===== src/rtl/load_store_unit.sv =====
// Purpose: RV32I load/store path between the execute stage and a req/ack word-wide data memory.
// Latency: 3 cycles minimum (IDLE, ACCESS, DONE); illegal requests fault in the IDLE cycle.
// Backpressure: stall holds the core from request acceptance until DONE; memReq is held until memAck or timeout.
module load_store_unit #(
    parameter int TIMEOUT_CYCLES = 16
) (
    input  logic        clk,
    input  logic        reset,
    input  logic        readMemory,
    input  logic        writeMemory,
    input  logic [2:0]  funct3,
    input  logic [31:0] address,
    input  logic [31:0] storeData,
    output logic [31:0] loadData,
    output logic        stall,
    output logic        fault,
    output logic        memReq,
    output logic        memWrite,
    output logic [31:0] memAddr,
    output logic [31:0] memWdata,
    output logic [3:0]  memByteEnable,
    input  logic [31:0] memRdata,
    input  logic        memAck
);

    typedef enum logic [1:0] {
        IDLE   = 2'd0,
        ACCESS = 2'd1,
        DONE   = 2'd2
    } state_t;

    // The wait counter only has to reach TIMEOUT_CYCLES-1; a zero timeout never compares.
    localparam int CW = (TIMEOUT_CYCLES > 1) ? $clog2(TIMEOUT_CYCLES) : 1;
    localparam logic [CW-1:0] CNT_LAST = CW'((TIMEOUT_CYCLES > 0) ? TIMEOUT_CYCLES - 1 : 0);

    state_t        state;
    logic [CW-1:0] wait_cnt;
    logic [1:0]    lane_off;
    logic [2:0]    acc_f3;
    logic          fault_to;

    logic          req_any;
    logic          bad_f3;
    logic          misaligned;
    logic          illegal;
    logic          legal;
    logic [31:0]   lane_wdata;
    logic [3:0]    lane_be;
    logic [31:0]   rd_shift;
    logic [31:0]   rd_ext;
    logic          timeout_hit;

    // Classify the incoming request; only meaningful while IDLE.
    always_comb begin
        req_any    = readMemory | writeMemory;
        bad_f3     = readMemory ? ((funct3 == 3'd3) || (funct3 == 3'd6) || (funct3 == 3'd7))
                                : (funct3 > 3'd2);
        misaligned = ((funct3[1:0] == 2'b01) && address[0]) ||
                     ((funct3[1:0] == 2'b10) && (address[1:0] != 2'b00));
        illegal    = req_any & ((readMemory & writeMemory) | bad_f3 | misaligned);
        legal      = req_any & ~illegal;
    end

    // Replicate store data across lanes and build the lane enables from the byte offset.
    always_comb begin
        lane_wdata = storeData;
        lane_be    = 4'b1111;
        case (funct3[1:0])
            2'b00: begin
                lane_wdata = {4{storeData[7:0]}};
                lane_be    = 4'b0001 << address[1:0];
            end
            2'b01: begin
                lane_wdata = {2{storeData[15:0]}};
                lane_be    = 4'b0011 << address[1:0];
            end
            default: begin
                lane_wdata = storeData;
                lane_be    = 4'b1111;
            end
        endcase
    end

    // Pick the addressed byte/halfword out of the returned word and extend it.
    always_comb begin
        rd_shift = memRdata >> {lane_off, 3'b000};
        case (acc_f3)
            3'd0:    rd_ext = {{24{rd_shift[7]}}, rd_shift[7:0]};
            3'd1:    rd_ext = {{16{rd_shift[15]}}, rd_shift[15:0]};
            3'd4:    rd_ext = {24'd0, rd_shift[7:0]};
            3'd5:    rd_ext = {16'd0, rd_shift[15:0]};
            default: rd_ext = memRdata;
        endcase
    end

    // Timeout fires on the last allowed ACCESS cycle without an ack.
    always_comb begin
        timeout_hit = (TIMEOUT_CYCLES != 0) && (wait_cnt == CNT_LAST) && !memAck;
    end

    // Stall is combinational so the core freezes in the same cycle a legal request shows up.
    always_comb begin
        stall = ~reset & (((state == IDLE) & legal) | (state == ACCESS));
        fault = ~reset & ((((state == IDLE) & illegal)) | fault_to);
    end

    // Access sequencer: registers the memory request, counts wait cycles and captures load data.
    always_ff @(posedge clk) begin
        if (reset) begin
            state         <= IDLE;
            wait_cnt      <= '0;
            lane_off      <= 2'b00;
            acc_f3        <= 3'd0;
            fault_to      <= 1'b0;
            loadData      <= 32'd0;
            memReq        <= 1'b0;
            memWrite      <= 1'b0;
            memAddr       <= 32'd0;
            memWdata      <= 32'd0;
            memByteEnable <= 4'b0000;
        end else begin
            fault_to <= 1'b0;
            case (state)
                IDLE: begin
                    if (legal) begin
                        state         <= ACCESS;
                        wait_cnt      <= '0;
                        lane_off      <= address[1:0];
                        acc_f3        <= funct3;
                        memReq        <= 1'b1;
                        memWrite      <= writeMemory;
                        memAddr       <= {address[31:2], 2'b00};
                        memWdata      <= writeMemory ? lane_wdata : 32'd0;
                        memByteEnable <= writeMemory ? lane_be : 4'b0000;
                    end
                end
                ACCESS: begin
                    if (memAck) begin
                        state  <= DONE;
                        memReq <= 1'b0;
                        if (!memWrite) begin
                            loadData <= rd_ext;
                        end
                    end else if (timeout_hit) begin
                        state    <= DONE;
                        memReq   <= 1'b0;
                        fault_to <= 1'b1;
                        if (!memWrite) begin
                            loadData <= 32'd0;
                        end
                    end else begin
                        wait_cnt <= wait_cnt + 1'b1;
                    end
                end
                DONE: begin
                    // The retiring instruction is still on the inputs; do not restart it.
                    state <= IDLE;
                end
                default: begin
                    state  <= IDLE;
                    memReq <= 1'b0;
                end
            endcase
        end
    end

endmodule


===== config.mk =====
export PLATFORM = sky130hd
export DESIGN_NAME = load_store_unit
export DESIGN_NICKNAME = d
export VERILOG_FILES = /design/src/rtl/load_store_unit.sv
export SDC_FILE = /design/constraint.sdc
export NUM_CORES = 1
export LEC_CHECK = 0
export ABC_AREA = 1
export BUFFER_PORTS_ARGS = -buffer_cell sky130_fd_sc_hd__buf_2
export CAP_MARGIN = 20
export CORE_UTILIZATION = 54
export CTS_BUF_LIST = sky130_fd_sc_hd__clkbuf_2 sky130_fd_sc_hd__clkbuf_4 sky130_fd_sc_hd__clkbuf_8
export CTS_CLUSTER_DIAMETER = 50
export DETAILED_ROUTE_END_ITERATION = 8
export MAX_ROUTING_LAYER = met4
export PLACE_DENSITY_LB_ADDON = 0.3
export SYNTH_ARGS = -nofsm -noshare
export SYNTH_HDL_FRONTEND = slang
export SYNTH_SLANG_ARGS = --single-unit

===== constraint.sdc =====
create_clock -name clk -period 4.6 [get_ports clk]
set_input_delay 0.69 -clock clk [delete_from_list [all_inputs] [get_ports clk]]
set_output_delay 0.69 -clock clk [all_outputs]
set_load 0.02 [all_outputs]

After elaboration in Yosys (flattened, before gate mapping)
Index checks and enable logic that the tools add are counted.
{ "op_classes": {"shifts": 3, "n_mux": 23, "div_mod_pow": 0, "addsub": 1, "order_cmp": 1, "n_bitwise": 16, "reduce_logical": 19, "mul": 0, "eq_ne": 17} }
{ "op_table": {"columns": ["operator", "n"], "rows": [
  ["2-to-1 mux 32 bit", 5],
  ["case mux 32 bit (4 select lines)", 1],
  ["case mux 32 bit (2 select lines)", 1],
  [">> shifter 32 x 5 -> 16 bit", 1],
  ["2-to-1 mux 4 bit", 4],
  ["case mux 4 bit (2 select lines)", 2],
  ["== test 3 bit (second input constant)", 4],
  ["inequality test 2 bit (second input constant)", 5],
  ["AND reduction 4 bit", 2],
  ["bitwise AND 1 bit", 7],
  ["2-to-1 mux 2 bit", 3],
  ["nonzero test 2 bit", 3],
  ["2-to-1 mux 1 bit", 5],
  ["bitwise OR 1 bit", 5],
  ["adder 4 x 1 -> 4 bit (second input constant)", 1],
  ["== test 2 x 1 -> 1 bit (second input constant)", 2],
  ["== test 2 bit (second input constant)", 2],
  ["== test 4 bit (second input constant)", 1],
  ["zero test 2 bit", 2],
  ["NOT 1 bit", 4],
  ["case mux 2 bit (2 select lines)", 1],
  ["AND reduction 2 bit", 2],
  ["left shift 1 x 2 -> 4 bit (first input constant)", 1],
  ["left shift 2 x 2 -> 4 bit (first input constant)", 1],
  ["other kinds (11)", 15]
]} }
{ "word_totals": {"mem_bits_rw": 0, "latch_bits": 0, "romBits": 0, "ff_bits": 112, "mem_count": 0, "output_inout_bits": 104, "word_cells": 91} }

Logic depth before layout (Yosys ltp)
Gate-level depths: netlist of the first run.
{ "depth": {"word_depth": 12, "ltp_mapped": 11} }

Least setup slack after synthesis of the first run
OpenSTA, ideal clock, no wires.
{ "synth_path": {"path_type": "input to output", "start": "input address[0]", "end": "output stall", "path_buffers": 0, "t_required_ns": 3.910, "stages": 7, "t_arrival_ns": 1.532, "path_slack_ns": 2.378, "path_cell_list": "nor2_1 > nand3_1 > nand2_2 > nand3_4 > inv_2 > nand2_1 > nand2_1"} }
{ "synth_between": {"elab_chain_len": 10, "word_cells_on_any_way": 11, "cone_classes": "bitwise (7); reduce/logical (4)"} }
{ "synth_rtl": {"columns": ["element", "line", "source"], "rows": [
  ["start, declared", "12", "input logic [31:0] address,"],
  ["nonzero test 2 bit", "59", "((funct3[1:0] == 2'b10) && (address[1:0] != 2'b00));"],
  ["logical AND 1 bit", "59", null],
  ["logical OR 1 bit *", "58", "misaligned = ((funct3[1:0] == 2'b01) && address[0]) ||"],
  ["bitwise OR 1 bit *", "60", "illegal = req_any & ((readMemory & writeMemory) | bad_f3 | misaligned);"],
  ["bitwise AND 1 bit *", "60", null],
  ["NOT 1 bit *", "61", "legal = req_any & ~illegal;"],
  ["bitwise AND 1 bit *", "61", null],
  ["bitwise AND 1 bit *", "103", "stall = ~reset & (((state == IDLE) & legal) | (state == ACCESS));"],
  ["bitwise OR 1 bit *", "103", null],
  ["bitwise AND 1 bit *", "103", null],
  ["end, declared", "15", "output logic stall,"]
]} }
Mark *: on every way between the ends. The rest lies on a longest branch, timed or not.

Final worst setup path of the first run
{ "layout_path": {"start": "input funct3[1]", "end": "output stall"} }
{ "layout_between": {"elab_chain_len": 12, "word_cells_on_any_way": 20, "cone_classes": "order compare (1); eq/ne (5); mux (1); bitwise (8); reduce/logical (5)"} }
{ "layout_rtl": {"columns": ["element", "line", "source"], "rows": [
  ["start, declared", "11", "input logic [2:0] funct3,"],
  ["parallel branches: the longest is 5 deep, another holds > comparator 3 x 2 -> 1 bit", null, null],
  ["bitwise OR 1 bit *", "60", null],
  ["bitwise AND 1 bit *", "60", null],
  ["NOT 1 bit *", "61", null],
  ["bitwise AND 1 bit *", "61", null],
  ["bitwise AND 1 bit *", "103", null],
  ["bitwise OR 1 bit *", "103", null],
  ["bitwise AND 1 bit *", "103", null]
]} }
Mark *: on every way between the ends.

==> results of run 1 <==
path summary, 6_finish.rpt:
| path | start | to | slack [ns] | cells past startpoint |
|---|---|---|---|---|
| worst min register to register | memAddr[8]$_SDFFE_PP0P_ | memAddr[8]$_SDFFE_PP0P_ | 0.45 | 2 |
| worst min-delay path | memAddr[8]$_SDFFE_PP0P_ | memAddr[8]$_SDFFE_PP0P_ | 0.45 | 2 |
| worst max register to register | state[1]$_SDFFE_PP0P_ | memByteEnable[0]$_SDFFE_PP0P_ | 2.12 | 7 |
| worst max-delay path | funct3[1] | stall | 1.36 | 9 |
state kept, by name, summed over array words and instances, names as in the netlist:
signal and cells:
loadData 32, wait_cnt 4, memWrite 1, lane_off 2
memAddr 30, memByteEnable 4, memWdata 32, memReq 1
state 2, fault_to 1, acc_f3 3
metrics by stage:
step           worst slack [ns]  hold WS [ns]  power (mW)  instances
2_1_floorplan              2.38         0.450        1.32        750
3_3_place_gp               1.37         0.423        1.44       1043
3_5_place_dp               1.31         0.427        1.44       1043
4_1_cts                    1.35         0.451        2.01       1059
5_1_grt                    1.19         0.469        2.11       1060
6_report                   1.36         0.448        2.01       1060
routing by layer:
| metal | part of all wire (%) | routed length, µm | vias to the layer above |
|---|---|---|---|
| li1 | - | - | 2743 |
| met1 | 44 | 6250 | 2325 |
| met2 | 48 | 6840 | 193 |
| met3 | 6.6 | 933 | 11 |
| met4 | 0.97 | 137 | 0 |
| met5 | 0 | 0 | - |
cell usage in the layout (no fill, tap or decap), drive strengths merged:
| cell | synthesis | routed |
|---|---|---|
| nor2 | 52 | 52 |
| a21o | 1 | 1 |
| buf | 29 | 206 |
| conb | 1 | 2 |
| o22ai | 7 | 7 |
| a21oi | 83 | 83 |
| or2 | 1 | 1 |
| inv | 59 | 61 |
| a31oi | 1 | 1 |
| clkinv | 0 | 3 |
| nor3 | 12 | 12 |
| xor2 | 1 | 1 |
| o21ai | 64 | 64 |
| clkbuf | 12 | 9 |
| nand3 | 28 | 28 |
| ha | 1 | 1 |
| clkinvlp | 0 | 2 |
| dfxtp | 112 | 112 |
| o31ai | 1 | 1 |
| o211ai | 6 | 6 |
| nand2 | 278 | 278 |
area by class of cell:
type	count	area, µm²	share of cell area (%)
clock buffers	9	124	1.95
repair buffers	206	1040	16.4
multi-input cells	538	2480	39.1
inverters	59	226	3.57
clock inverters	7	75.1	1.18
flip-flops and latches	112	2240	35.3
well taps	129	161	2.54
cells by family (layout without fill, tap and decap cells):
| group | after synthesis | after routing | synth area share (%) |
|---|---|---|---|
| AND/OR/NAND/NOR | 371 | 371 | 29.6 |
| AO/OA/AOI/OAI | 163 | 163 | 17.8 |
| flip-flops | 112 | 112 | 43.3 |
| buffers and inverters | 100 | 281 | 8.87 |
| adder cells (fa/ha/maj) | 1 | 1 | 0.242 |
| other | 1 | 2 | 0.0724 |
| XOR/XNOR | 1 | 1 | 0.169 |
worst min-delay path: stages, from the launching register on:
cell	delay, ns
dfxtp_1	0.32
nand2_1	0.06
nand2_1	0.04
cells in the mapped netlist (all sizes together):
cell,n,area share [%]
nand2,278,20
dfxtp,112,43
a21oi,83,8.1
o21ai,64,7.6
inv,59,4.4
nor2,52,4.4
buf,29,3.6
nand3,28,3.2
clkbuf,12,0.87
nor3,12,1.4
o22ai,7,0.85
o211ai,6,0.87
a21o,1,0.15
a31oi,1,0.12
conb,1,0.072
ha,1,0.24
o31ai,1,0.15
or2,1,0.12
xor2,1,0.17
power by group through the flow:
stage,registers [mW],clock network (mW),logic (mW)
after floorplan,1.10,0,0.216
after global placement,1.06,0,0.379
after detailed placement,1.06,0,0.380
after CTS,1.04,0.591,0.382
after global routing,1.05,0.638,0.424
final,1.04,0.582,0.383
==> impl_metrics.env, run 1 <==
export IMPL_rows=35
export IMPL_grt_pass1_vias=4673
export IMPL_cts_tree="yes"
export IMPL_dieWidth_um=99.9
export IMPL_place_congestion=0.940
export IMPL_power_leakage_nw=3.23
export IMPL_cp_required_ns=3.91
export IMPL_finalSetupViolations=0
export IMPL_grt_max_degree=53
export IMPL_drtPass1Iterations=4
export IMPL_wire_per_inst_um=13.4
export IMPL_initial_core_util_pct=55.8
export IMPL_ir_drop_uv=232
export IMPL_place_area_um2=6140
export IMPL_met3_usage_pct=5.29
export IMPL_clock_sinks=112
export IMPL_cp_max_fo=25
export IMPL_fin_crit_ns=3.24
export IMPL_totalWireLength_um=14200
export IMPL_ys_ff_latch=112
export IMPL_syn_avg_cell_area_um2=6.91
export IMPL_vias=5272
export IMPL_start_kind="input pin"
export IMPL_cts_max_path_buffers=2
export IMPL_pwr_share_clk_pct=29.0
export IMPL_final_util_pct=68.4
export IMPL_diodes=0
export IMPL_vias_per_cell=4.97
export IMPL_synth_cells=749
export IMPL_cp_top_family="buffers and inverters"
export IMPL_chipHeight_um=99.9
export IMPL_io_buffers=205
export IMPL_grt_antenna_before_repair=0
export IMPL_p_int_mw=1.35
export IMPL_areaGrowthSynthToFinish_pct=22.6
export IMPL_initialDrtViolationCount=263
export IMPL_hold_viol_final=0
export IMPL_track_usage_pct=28.9
export IMPL_maxCapViolCount=0
export IMPL_relSlewSlack_pct=31.8
export IMPL_synth_cell_type_count=33
export IMPL_path_cells="buf_2, inv_2, o21ai_0, nand2_2, nand3_4, inv_2, nand2_1, nand2_1, buf_2"
export IMPL_busiest_layer="met2"
export IMPL_cts_resized=0
export IMPL_cp_num_buf_inv=4
export IMPL_ant_nets=0
export IMPL_skew_ns=0.0158
export IMPL_slew_viol_final=0
export IMPL_path_class="input pin to output port"
export IMPL_cts_setup_buffers=0
export IMPL_overflow=0
export IMPL_arrival_ns=2.55
export IMPL_crit_path_end_kind="output port"
export IMPL_die_area_um2=9980
export IMPL_clk_pin_slew_ns=0.11
export IMPL_min_path_type="register to register"
export IMPL_cts_root_buf="clkbuf_8"
export IMPL_nets=1031
export IMPL_cts_htree_levels=3
export IMPL_power_density_nw_per_um2=316
export IMPL_swShare_pct=32.6
export IMPL_power_switching_uw=654
export IMPL_clk_latency_ns=0.37
export IMPL_drcViolationCount=0
export IMPL_numCtsBuffers=9
export IMPL_fmax_mhz=309
export IMPL_yosysWarnings=0
export IMPL_grt_pass1_wl_um=22200
export IMPL_dp_hpwl_um=10400
export IMPL_grt_use_met1_pct=36.2
export IMPL_syn_area_um2=5180
export IMPL_p_seq_share_pct=51.9
export IMPL_cts_hold_fix_buffers=0
export IMPL_fillerInstances=920
export IMPL_drive_gt1_share_pct=28.6
export IMPL_fin_area_um2=6350
export IMPL_status="completed"
export IMPL_ios=208
export IMPL_core_um2=9280
export IMPL_share_comb_of_total_power_pct=19.1
export IMPL_slowest_stage="inv_2"
export IMPL_fin_setup_tns_ns=0
export IMPL_cp_slowest_stage_delay_ns=0.32
export IMPL_fin_crit_sh_pct=70.5
export IMPL_grt_use_met2_pct=48.1
export IMPL_max_slew_worst_pin_slew_ns=1.02
export IMPL_grt_setup_unrepaired="false"
export IMPL_synth_seq_area_share_pct=43.3
Note: power is estimated with default switching activity, not from simulation.
==> run 2: changes to the inputs <==
--- a/config.mk
+++ b/config.mk
@@ -8,7 +8,7 @@
 export ABC_AREA = 1
 export BUFFER_PORTS_ARGS = -buffer_cell sky130_fd_sc_hd__buf_2
 export CAP_MARGIN = 20
-export CORE_UTILIZATION = 54
+export CORE_UTILIZATION = 50
 export CTS_BUF_LIST = sky130_fd_sc_hd__clkbuf_2 sky130_fd_sc_hd__clkbuf_4 sky130_fd_sc_hd__clkbuf_8
 export CTS_CLUSTER_DIAMETER = 50
 export DETAILED_ROUTE_END_ITERATION = 8
==> constraint.sdc (replaced) <==
create_clock -name clk -period 3.13 [get_ports clk]
set_input_delay 0.4695 -clock clk [delete_from_list [all_inputs] [get_ports clk]]
set_output_delay 0.4695 -clock clk [all_outputs]
set_load 0.02 [all_outputs]
==> impl_metrics.env, run 2 (synthesis results as in run 1) <==
export IMPL_rows=36
export IMPL_cts_hold_fix_buffers=0
export IMPL_core_um2=9910
export IMPL_numCtsBuffers=9
export IMPL_final_cell_mix="nand2_1 (274), buf_2 (205), dfxtp_1 (112), a21oi_1 (82), nor2_1 (48)"
export IMPL_worst_path_stages=9
export IMPL_drcViolationCount=0
export IMPL_status="completed"
export IMPL_min_from="address[11]"
export IMPL_drive_gt1_share_pct=29.1
export IMPL_place_congestion=0.943
export IMPL_ant_nets=0
export IMPL_vias_per_cell=5.06
export IMPL_slowest_stage="inv_2"
export IMPL_cp_top_family="buffers and inverters"
export IMPL_power_leakage_nw=3.28
export IMPL_overflow=0
export IMPL_layout_commonest_cell="nand2_1"
export IMPL_post_place_ws_ns=0.578
export IMPL_areaGrowthSynthToFinish_pct=23.8
export IMPL_dieWidth_um=104
export IMPL_power_density_nw_per_um2=466
export IMPL_track_usage_pct=26.1
export IMPL_vias=5418
export IMPL_diodes=0
export IMPL_cp_required_ns=2.66
export IMPL_crit_path_end_kind="output port"
export IMPL_slew_viol_final=0
export IMPL_skew_ns=0.00978
export IMPL_cp_max_fo=22
export IMPL_chipHeight_um=104
export IMPL_grt_max_degree=37
export IMPL_clock_sinks=112
export IMPL_arrival_ns=2.10
export IMPL_cp_num_buf_inv=4
export IMPL_die_area_um2=10800
export IMPL_fin_setup_tns_ns=0
export IMPL_reg_largest_list="loadData x32, memWdata x32, memAddr x30"
export IMPL_cts_root_buf="clkbuf_8"
export IMPL_max_slew_worst_pin_slew_ns=0.776
export IMPL_clk_pin_slew_ns=0.13
export IMPL_fin_crit_ns=2.57
export IMPL_totalWireLength_um=14100
export IMPL_clk_latency_ns=0.38
export IMPL_path_cells="buf_2, inv_2, o21ai_0, nand2_2, nand3_4, inv_2, nand2_1, nand2_1, buf_2"
export IMPL_relSlewSlack_pct=48.1
export IMPL_path_class="input pin to output port"
export IMPL_drtPass1Iterations=5
export IMPL_initialDrtViolationCount=330
export IMPL_maxCapViolCount=0
export IMPL_fmax_mhz=389
export IMPL_grt_setup_unrepaired="false"
export IMPL_initial_core_util_pct=52.2
export IMPL_ir_drop_uv=239
export IMPL_start_kind="input pin"
export IMPL_nets=1038
export IMPL_grt_antenna_before_repair=0
export IMPL_cts_max_path_buffers=2
export IMPL_ios=208
export IMPL_timing_rr_start="wait_cnt[0]$_SDFFE_PP0P_"
export IMPL_cts_htree_levels=3
export IMPL_cts_setup_buffers=0
export IMPL_min_path_type="input pin to register"
export IMPL_r2r_cells=9
export IMPL_hold_viol_final=0
export IMPL_fin_crit_sh_pct=82.2
export IMPL_cp_slowest_stage_delay_ns=0.26
export IMPL_dp_hpwl_um=10300
export IMPL_cts_tree="yes"
export IMPL_setup_ws_ns=0.558
export IMPL_cts_resized=0
export IMPL_hold_depth=3
export IMPL_io_buffers=205
export IMPL_grt_pass1_vias=4601
export IMPL_finalSetupViolations=0
export IMPL_wire_per_inst_um=13.2
export IMPL_startpoint="funct3[1]"
export IMPL_grt_pass1_wl_um=22300
-- run 2: cell types whose count changed in the layout (fill, tap and decap cells not counted), sizes merged --
cell and change:
buf +7, clkinv +1, clkinvlp -2, inv +1
-- run 2: final cells by class --
class | count | area [µm²]
flip-flops and latches | 112 | 2240
repair buffers | 213 | 1090
multi-input cells | 538 | 2480
clock inverters | 7 | 86.3
clock buffers | 9 | 124
fillers | 1005 | 3500
well taps | 133 | 166
inverters | 59 | 226
-- run 2: report_power, final --
part           internal [mW]  switching [mW]
registers               1.49          0.0335
clock network          0.323           0.566
logic                  0.195           0.384
-- run 2: path summary, 6_finish.rpt --
check                              to  slack [ns]
min          memAddr[11]$_SDFFE_PP0P_        0.27
max                             stall        0.56
min reg2reg       memReq$_SDFFE_PP0P_        0.45
max reg2reg  loadData[9]$_SDFFE_PP0P_        1.34
-- run 2: routing by layer --
metal	part of all wire [%]	track usage, %	up-vias	routed length, µm
met5	0	-	-	0
met4	1.5	7.14	0	208
met3	7.9	4.66	17	1120
met2	47	41.3	256	6680
met1	43	34.4	2391	6140
li1	-	-	2754	-
-- run 2: worst reg2reg max path, stage by stage, from the launching register on --
cell     delay (ns)
dfxtp_1        0.42
ha_1           0.21
nand3_1        0.11
nand2_1        0.10
inv_2          0.07
nor3_4         0.10
buf_4          0.31
inv_2          0.19
nand2_1        0.10
a21oi_1        0.06
-- run 2: per-stage QoR --
step	power, mW	area, µm²	hold WS, ns	instances	util [%]
6_report	2.99	6410	0.266	1071	64.7
5_1_grt	3.13	6410	0.250	1071	64.7
4_1_cts	3.01	6410	0.256	1071	64.7
3_5_place_dp	2.13	6200	0.427	1055	62.6
3_3_place_gp	2.13	6200	0.423	1055	62.6
2_1_floorplan	1.94	5180	0.450	750	-
==> run 3: changes to the inputs <==
==> constraint.sdc (replaced) <==
create_clock -name clk -period 2.4 [get_ports clk]
set_input_delay 0.36 -clock clk [delete_from_list [all_inputs] [get_ports clk]]
set_output_delay 0.36 -clock clk [all_outputs]
set_load 0.02 [all_outputs]
==> impl_metrics.env, run 3 (synthesis results as in run 1) <==
export IMPL_status="completed"
export IMPL_cp_max_fo=9
export IMPL_grt_pass1_vias=4766
export IMPL_path_cells="inv_1, nand2_1, nor2_2, nand3_4, inv_2, nand2_1, nand2_1, buf_2"
export IMPL_share_comb_of_total_power_pct=19.3
export IMPL_fin_crit_ns=2.06
export IMPL_start_kind="register"
export IMPL_fmax_mhz=486
export IMPL_cts_tree="yes"
export IMPL_layout_commonest_cell="nand2_1"
export IMPL_clk_pin_slew_ns=0.11
export IMPL_cts_max_path_buffers=2
export IMPL_cpMostUsedCell="nand2_1"
export IMPL_place_area_um2=6220
export IMPL_grt_setup_unrepaired="false"
export IMPL_whs_ns=0.168
export IMPL_path_class="register to output port"
export IMPL_vias=5391
export IMPL_hold_viol_final=0
export IMPL_cts_htree_levels=3
export IMPL_wire_per_inst_um=13.2
export IMPL_io_buffers=205
export IMPL_cts_resized=0
export IMPL_diodes=0
export IMPL_overflow=0
export IMPL_dp_hpwl_um=10600
export IMPL_p_int_mw=2.69
export IMPL_pwr_share_clk_pct=29.8
export IMPL_numCtsBuffers=9
export IMPL_grt_antenna_before_repair=0
export IMPL_cts_root_buf="clkbuf_8"
export IMPL_ios=208
export IMPL_power_switching_mw=1.22
export IMPL_areaGrowthSynthToFinish_pct=24.1
export IMPL_post_place_ws_ns=0.310
export IMPL_slew_viol_final=0
export IMPL_initial_core_util_pct=52.2
export IMPL_cts_setup_buffers=0
export IMPL_relSlewSlack_pct=43.9
export IMPL_hold_depth=3
export IMPL_die_area_um2=10800
export IMPL_swShare_pct=31.1
export IMPL_drtPass1Iterations=7
export IMPL_core_um2=9910
export IMPL_arrival_ns=1.70
export IMPL_cp_required_ns=2.04
export IMPL_drive_gt1_share_pct=29.3
export IMPL_slowest_stage="dfxtp_1"
export IMPL_reg_largest_list="loadData x32, memWdata x32, memAddr x30"
export IMPL_place_congestion=0.963
export IMPL_max_slew_worst_pin_slew_ns=0.840
export IMPL_final_util_pct=64.8
export IMPL_fin_setup_tns_ns=0
export IMPL_crit_path_end_kind="output port"
export IMPL_chipHeight_um=104
export IMPL_fin_area_um2=6430
export IMPL_grt_max_degree=53
export IMPL_initialDrtViolationCount=265
export IMPL_drcViolationCount=0
export IMPL_totalWireLength_um=14200
export IMPL_grt_pass1_wl_um=22700
export IMPL_ir_drop_uv=304
export IMPL_nets=1041
export IMPL_setup_ws_ns=0.344
export IMPL_ant_nets=0
export IMPL_clock_sinks=112
export IMPL_track_usage_pct=26.6
export IMPL_power_density_nw_per_um2=608
export IMPL_final_cell_mix="nand2_1 (274), buf_2 (205), dfxtp_1 (112), a21oi_1 (82), nor2_1 (48)"
export IMPL_cp_slowest_stage_delay_ns=0.36
export IMPL_rows=36
export IMPL_vias_per_cell=5.02
export IMPL_clk_latency_ns=0.37
export IMPL_finalSetupViolations=0
export IMPL_r2r_cells=8
export IMPL_min_path_type="input pin to register"
export IMPL_skew_ns=0.0120
export IMPL_cts_hold_fix_buffers=0
export IMPL_p_seq_share_pct=50.9
export IMPL_dieWidth_um=104
export IMPL_maxCapViolCount=0
export IMPL_power_leakage_nw=3.28
export IMPL_fin_crit_sh_pct=85.7
run 3: metal layers:
layer / part of all wire (%) / track usage, %
met1: 43 / 33.5
met2: 48 / 44.0
met3: 7.4 / 4.91
met4: 1.3 / 6.94
met5: 0 / -
run 3: path summary, 6_finish.rpt:
| kind | from | slack (ns) | to |
|---|---|---|---|
| setup / recovery | state[1]$_SDFFE_PP0P_ | 0.34 | stall |
| hold / removal | address[11] | 0.17 | memAddr[11]$_SDFFE_PP0P_ |
| setup reg to reg | state[1]$_SDFFE_PP0P_ | 0.50 | memByteEnable[0]$_SDFFE_PP0P_ |
| hold reg to reg | memAddr[2]$_SDFFE_PP0P_ | 0.45 | memAddr[2]$_SDFFE_PP0P_ |
run 3: per-stage QoR:
step	std cells	total power, mW
after floorplan	750	2.53
after global placement	1058	2.78
after detailed placement	1058	2.78
after CTS	1074	3.93
after global routing	1074	4.09
final	1074	3.91
run 3: cell type report:
class	count	area, µm²
clock buffers	9	124
clock inverters	7	78.8
fillers	938	3480
inverters	59	226
multi-input cells	538	2480
flip-flops and latches	112	2240
well taps	133	166
repair buffers	216	1110
run 3: critical path, delay by kind of cell (launching register included):
family                 cells  cell delay [ns]
buffers and inverters      3             0.31
DFF                        1             0.36
and+or+nand+nor            5             0.66
run 3: power groups by stage:
stage               logic [mW]  registers (mW)  clock network, mW
detailed placement       0.753            2.03                  0
CTS                      0.755            1.99               1.19
finish                   0.755            1.99               1.17
global placement         0.749            2.03                  0
global route             0.831            2.00               1.26
floorplan                0.414            2.11                  0
